### src/rtl/hazard_ctrl_pkg.sv
// Shared constants and helpers for the stall/flush controller and the md-group decoder.
// Pure declarations: no state, no latency, no flow control.
package hazard_ctrl_pkg;

  localparam logic [1:0] TUSE_NONE    = 2'd3;
  localparam int         MULT_CYC_DEF = 5;
  localparam int         DIV_CYC_DEF  = 10;

  // SPECIAL-opcode funct codes that make up the mult/div group
  localparam logic [5:0] OP_SPECIAL  = 6'b000000;
  localparam logic [5:0] FUNCT_MFHI  = 6'h10;
  localparam logic [5:0] FUNCT_MTHI  = 6'h11;
  localparam logic [5:0] FUNCT_MFLO  = 6'h12;
  localparam logic [5:0] FUNCT_MTLO  = 6'h13;
  localparam logic [5:0] FUNCT_MULT  = 6'h18;
  localparam logic [5:0] FUNCT_MULTU = 6'h19;
  localparam logic [5:0] FUNCT_DIV   = 6'h1a;
  localparam logic [5:0] FUNCT_DIVU  = 6'h1b;

  function automatic logic is_md_instr(input logic [5:0] opcode, input logic [5:0] funct);
    logic md_funct;
    md_funct = (funct == FUNCT_MFHI)  || (funct == FUNCT_MTHI)  ||
               (funct == FUNCT_MFLO)  || (funct == FUNCT_MTLO)  ||
               (funct == FUNCT_MULT)  || (funct == FUNCT_MULTU) ||
               (funct == FUNCT_DIV)   || (funct == FUNCT_DIVU);
    return (opcode == OP_SPECIAL) && md_funct;
  endfunction

  // A source stalls when a later-stage producer's result arrives after the source is consumed
  function automatic logic src_hazard(input logic [4:0] src, input logic [1:0] tuse,
                                      input logic [4:0] wa,  input logic [1:0] tnew);
    return (src != 5'd0) && (tuse != TUSE_NONE) && (src == wa) && (tnew > tuse);
  endfunction

endpackage

### src/rtl/md_busy_counter.sv
// Mult/div occupancy countdown; md_busy covers the start cycle plus the configured latency.
// Latency: busy is combinational on the start pulse; no backpressure, a start reloads the count.
module md_busy_counter
  import hazard_ctrl_pkg::*;
#(
  parameter int MULT_CYC = MULT_CYC_DEF,
  parameter int DIV_CYC  = DIV_CYC_DEF
) (
  input  logic clk,
  input  logic reset,
  input  logic md_start,
  input  logic md_is_div,
  output logic md_busy
);

  localparam int MAX_CYC = (DIV_CYC > MULT_CYC) ? DIV_CYC : MULT_CYC;
  localparam int CW      = $clog2(MAX_CYC + 1);

  logic [CW-1:0] md_cnt;

  always_ff @(posedge clk or negedge reset) begin
    if (!reset) begin
      md_cnt <= '0;
    end else if (md_start) begin
      md_cnt <= md_is_div ? CW'(DIV_CYC) : CW'(MULT_CYC);
    end else if (md_cnt != '0) begin
      md_cnt <= md_cnt - CW'(1);
    end
  end

  // Gated by reset so busy (and any md stall) drops the moment reset asserts
  assign md_busy = reset && ((md_cnt != '0) || md_start);

endmodule

### src/rtl/hazard_ctrl.sv
// Pipeline stall/flush controller: Tuse/Tnew data hazards plus mult/div busy stalls.
// Latency: enables/flush are combinational (zero added latency); stall counter saturates.
module hazard_ctrl
  import hazard_ctrl_pkg::*;
#(
  parameter int MULT_CYC = MULT_CYC_DEF,
  parameter int DIV_CYC  = DIV_CYC_DEF,
  parameter int CNT_W    = 32
) (
  input  logic             clk,
  input  logic             reset,
  input  logic [4:0]       D_rs_addr,
  input  logic [4:0]       D_rt_addr,
  input  logic [1:0]       D_rs_tuse,
  input  logic [1:0]       D_rt_tuse,
  input  logic             D_is_md,
  input  logic [4:0]       E_wa,
  input  logic [1:0]       E_tnew,
  input  logic [4:0]       M_wa,
  input  logic [1:0]       M_tnew,
  input  logic             E_md_start,
  input  logic             E_md_is_div,
  output logic             PC_en,
  output logic             D_en,
  output logic             E_flush,
  output logic             md_busy,
  output logic [CNT_W-1:0] stall_cnt
);

  logic stall_rs_E, stall_rs_M, stall_rt_E, stall_rt_M;
  logic stall_data, stall_md, stall;

  md_busy_counter #(
    .MULT_CYC (MULT_CYC),
    .DIV_CYC  (DIV_CYC)
  ) u_md (
    .clk       (clk),
    .reset     (reset),
    .md_start  (E_md_start),
    .md_is_div (E_md_is_div),
    .md_busy   (md_busy)
  );

  assign stall_rs_E = src_hazard(D_rs_addr, D_rs_tuse, E_wa, E_tnew);
  assign stall_rs_M = src_hazard(D_rs_addr, D_rs_tuse, M_wa, M_tnew);
  assign stall_rt_E = src_hazard(D_rt_addr, D_rt_tuse, E_wa, E_tnew);
  assign stall_rt_M = src_hazard(D_rt_addr, D_rt_tuse, M_wa, M_tnew);

  assign stall_data = stall_rs_E || stall_rs_M || stall_rt_E || stall_rt_M;
  assign stall_md   = D_is_md && md_busy;
  assign stall      = reset && (stall_data || stall_md);

  // D holds and a bubble enters E in the same cycle
  assign PC_en   = !stall;
  assign D_en    = !stall;
  assign E_flush = stall;

  always_ff @(posedge clk or negedge reset) begin
    if (!reset) begin
      stall_cnt <= '0;
    end else if (stall && (stall_cnt != '1)) begin
      stall_cnt <= stall_cnt + CNT_W'(1);
    end
  end

endmodule

### config.mk
export PLATFORM = sky130hd
export DESIGN_NAME = hazard_ctrl
export DESIGN_NICKNAME = d
export VERILOG_FILES = /design/src/rtl/hazard_ctrl_pkg.sv /design/src/rtl/md_busy_counter.sv /design/src/rtl/hazard_ctrl.sv
export SDC_FILE = /design/constraint.sdc
export NUM_CORES = 1
export LEC_CHECK = 0
export ABC_CLOCK_PERIOD_IN_PS = 2600
export BUFFER_PORTS_ARGS = -buffer_cell sky130_fd_sc_hd__buf_2
export CAP_MARGIN = 10
export CORE_MARGIN = 8
export CORE_UTILIZATION = 28
export DETAILED_ROUTE_END_ITERATION = 8
export GPL_ROUTABILITY_DRIVEN = 0
export RECOVER_POWER = 25
export SLEW_MARGIN = 20
export SYNTH_ARGS = -nofsm -noshare
export SYNTH_HDL_FRONTEND = slang
export SYNTH_HIERARCHICAL = 1
export SYNTH_SLANG_ARGS = --single-unit
export TNS_END_PERCENT = 10
### constraint.sdc
create_clock -name clk -period 2.6 [get_ports clk]
set_input_delay 0.52 -clock clk [delete_from_list [all_inputs] [get_ports clk]]
set_output_delay 0.52 -clock clk [all_outputs]
set_load 0.02 [all_outputs]
==> metrics.csv <==
metric;value;unit
first_global_vias;1981;
ir_worst_vdd;214;uV
crit_chain;buf_2 -> inv_4 -> ha_4 -> nor2b_1 -> o2111ai_1 -> o22ai_1 -> a32oi_2 -> and2_4 -> inv_1 -> buf_4;
synth_nets;275;
cts_hold_buf;0;
worstHoldPathType;reg2reg;
sw_frac_of_total;33.9;%
dpl_cell_area;2840;um^2
drc_errors;0;
cts_buffers;5;
synth-edff-count;0;
cpPeakStageDelay;0.22;ns
ys.flop_type;dfrtp_1;
min_period_over_period;96.8;%
synthCells;231;
syn_avg_cell_area;9.99;um^2
crit_path_top_delay_cell;and2_4;
grt_util_all_layers;10.6;%
syn-cell-area;2310;um^2
cts_root_buf;clkbuf_8;
initial_core_util;28.5;%
crit_path_end_kind;output pin;
grt_pass1_wl;9.86;mm
syn2layout_area_growth;28.8;%
antennaDiodeCount;0;
relSlewSlack;39.5;%
grt-ovfl-total;0;
dr_total_vias;1951;
setup_ws;0.0844;ns
drtIter0Drc;106;
die_y;107;um
fin_area;2970;um^2
synth_area_leader_cell;dfrtp_1;
synthTopCellsByCount;dfrtp_1 (36), xnor2_1 (36), nand2_1 (18), nand3_1 (18);
setup_viol;0;
p_sw;494;uW
yosysSeqAreaShare;39.0;%
start_kind;input port;
wl_per_cell;14.6;um
antenna_found_initial;0;
pwr-share-comb;27.5;%
path_delay_family;compound AO/OA/AOI/OAI gates;
finalClockSkew;0.00631;ns
die_area;11400;um^2
cts_tree;built;
io_buffers;68;
ant_nets;0;
synthTopCellsByArea;dfrtp_1 (39%), xnor2_1 (14%), ha_1 (6.0%);
power.internal;963;uW
p_leak;1.42;nW
hold_viol;0;
ys_ff_latch;36;
dieWidth;107;um
nets;358;
clk_latency;0.28;ns
cts_max_level;2;
power_frac_seq;47.1;%
p_per_area;490;nW/um^2
drtPass1Iterations;4;
yosysUniqueCellTypes;40;
async_flop_share;100;%
cp.arrival;2.00;ns
power_frac_clock;25.4;%
hpwlAfterDp;4.85;mm
path_class;in2out;
critPathBufInv;4;
status;complete, no violations;
core_area;8090;um^2
synth_top_cell_area_share;39.0;%
via_per_inst;4.66;
clk_pin_slew;0.07;ns
critPathMaxFanout;5;
row_count;33;
critPathRequiredTime;2.08;ns
post-route-min-period;2.52;ns
pre_cts_slack;-0.0810;ns
fmax;0.398;GHz
io_pins;69;
routed_wl;6.11;mm
maxCapViolations;0;
grt_max_degree;37;
layout-drive-gt1-share;35.7;%
cts.path.max_buffers;2;
drv_slew;0;
worstMarginPinSlew;0.907;ns
cts_sinks;36;
ys_warn_count;6;
## per-layer routing
layer,routed length [um],share of wire (%),up-vias,GRT usage [%]
met5,0,0,-,0
li1,-,-,973,-
met2,3010,49,50,17.7
met1,2740,45,923,13.6
met4,29,0.47,0,2.11
met3,336,5.5,5,2.70
## layout by cell type (no fill, tap or decap), types with 2 or more instances in the layout
cell type / n
dfrtp_1: 36
nand2_1: 18
nand3_1: 18
o2111ai_1: 3
buf_2: 67
and3_1: 13
nor2b_1: 2
and4_1: 2
buf_4: 12
a21oi_1: 6
inv_1: 12
nor3_1: 3
ha_4: 2
nand4_1: 12
nor4_1: 3
nor2_1: 9
mux2_2: 4
clkbuf_8: 5
xnor2_1: 36
nand3_2: 2
ha_1: 9
a21boi_2: 2
xor2_1: 10
nor3_2: 5
## final timing paths
kind,from,to,slack [ns],cells past startpoint
worst min register to register,stall_cnt[22]$_DFFE_PN0P_,stall_cnt[22]$_DFFE_PN0P_,0.49,1
min in group asynchronous,reset,stall_cnt[26]$_DFFE_PN0P_,0.55,2
max in group asynchronous,reset,stall_cnt[11]$_DFFE_PN0P_,1.48,2
worst max-delay path,D_rt_tuse[1],E_flush,0.08,10
worst min-delay path,stall_cnt[22]$_DFFE_PN0P_,stall_cnt[22]$_DFFE_PN0P_,0.49,1
worst max register to register,u_md/md_cnt[0]$_DFFE_PN0P_,stall_cnt[1]$_DFFE_PN0P_,0.36,10
## power groups by stage
| stage | clock network (mW) | registers [mW] | logic [mW] |
|---|---|---|---|
| global route | 0.408 | 0.699 | 0.447 |
| floorplan | 0 | 0.736 | 0.184 |
| finish | 0.370 | 0.686 | 0.400 |
| global placement | 0 | 0.697 | 0.390 |
| detailed placement | 0 | 0.698 | 0.397 |
| CTS | 0.386 | 0.687 | 0.399 |
## registers in the layout, summed over array words and instances, names as in the netlist
register and count:
stall_cnt 32, u_md/md_cnt 4
## stage by stage
stage	cells	setup TNS, ns	hold WS (ns)	utilization (%)	total power, mW
CTS	417	0	0.400	36.1	1.47
finish	419	0	0.486	36.8	1.46
global route	419	-0.00927	0.504	36.8	1.55
global placement	410	-0.0526	0.469	35.1	1.09
detailed placement	410	-0.380	0.477	35.1	1.09
floorplan	231	0	0.224	-	0.921
## repair_timing
item	in CTS	in global routing
setup buffers	0	2
hold endpoints to repair	0	0
setup endpoints to repair	3	3
gates resized for setup	2	7
pin swaps	0	6
## cell type report
cell class / count / area [um^2]
Fill cell: 838 / 5120
Multi-Input combinational cell: 177 / 1360
Sequential cell: 36 / 901
Timing Repair Buffer: 81 / 450
Tap cell: 105 / 131
Clock buffer: 6 / 72.6
Inverter: 13 / 51.3
Clock inverter: 1 / 5.00
## logic make-up (layout without fill, tap and decap cells)
group,Yosys count,in the layout,share of synthesized area (%)
simple gates,94,94,24.3
xor+xnor,46,46,17.5
flops,36,36,39.0
compound gates,20,20,6.78
buf+inv,18,101,3.63
fa+ha+maj,11,11,5.96
mux,6,6,2.87
## worst register-to-register path, delay by kind of cell, from the launching register on
kind | cells | cell delay (ns)
compound gates | 3 | 0.48
fa+ha+maj | 1 | 0.23
buf+inv | 4 | 0.52
flops | 1 | 0.39
mux | 1 | 0.34
simple gates | 1 | 0.17
Power figures use the tool's default switching activity.
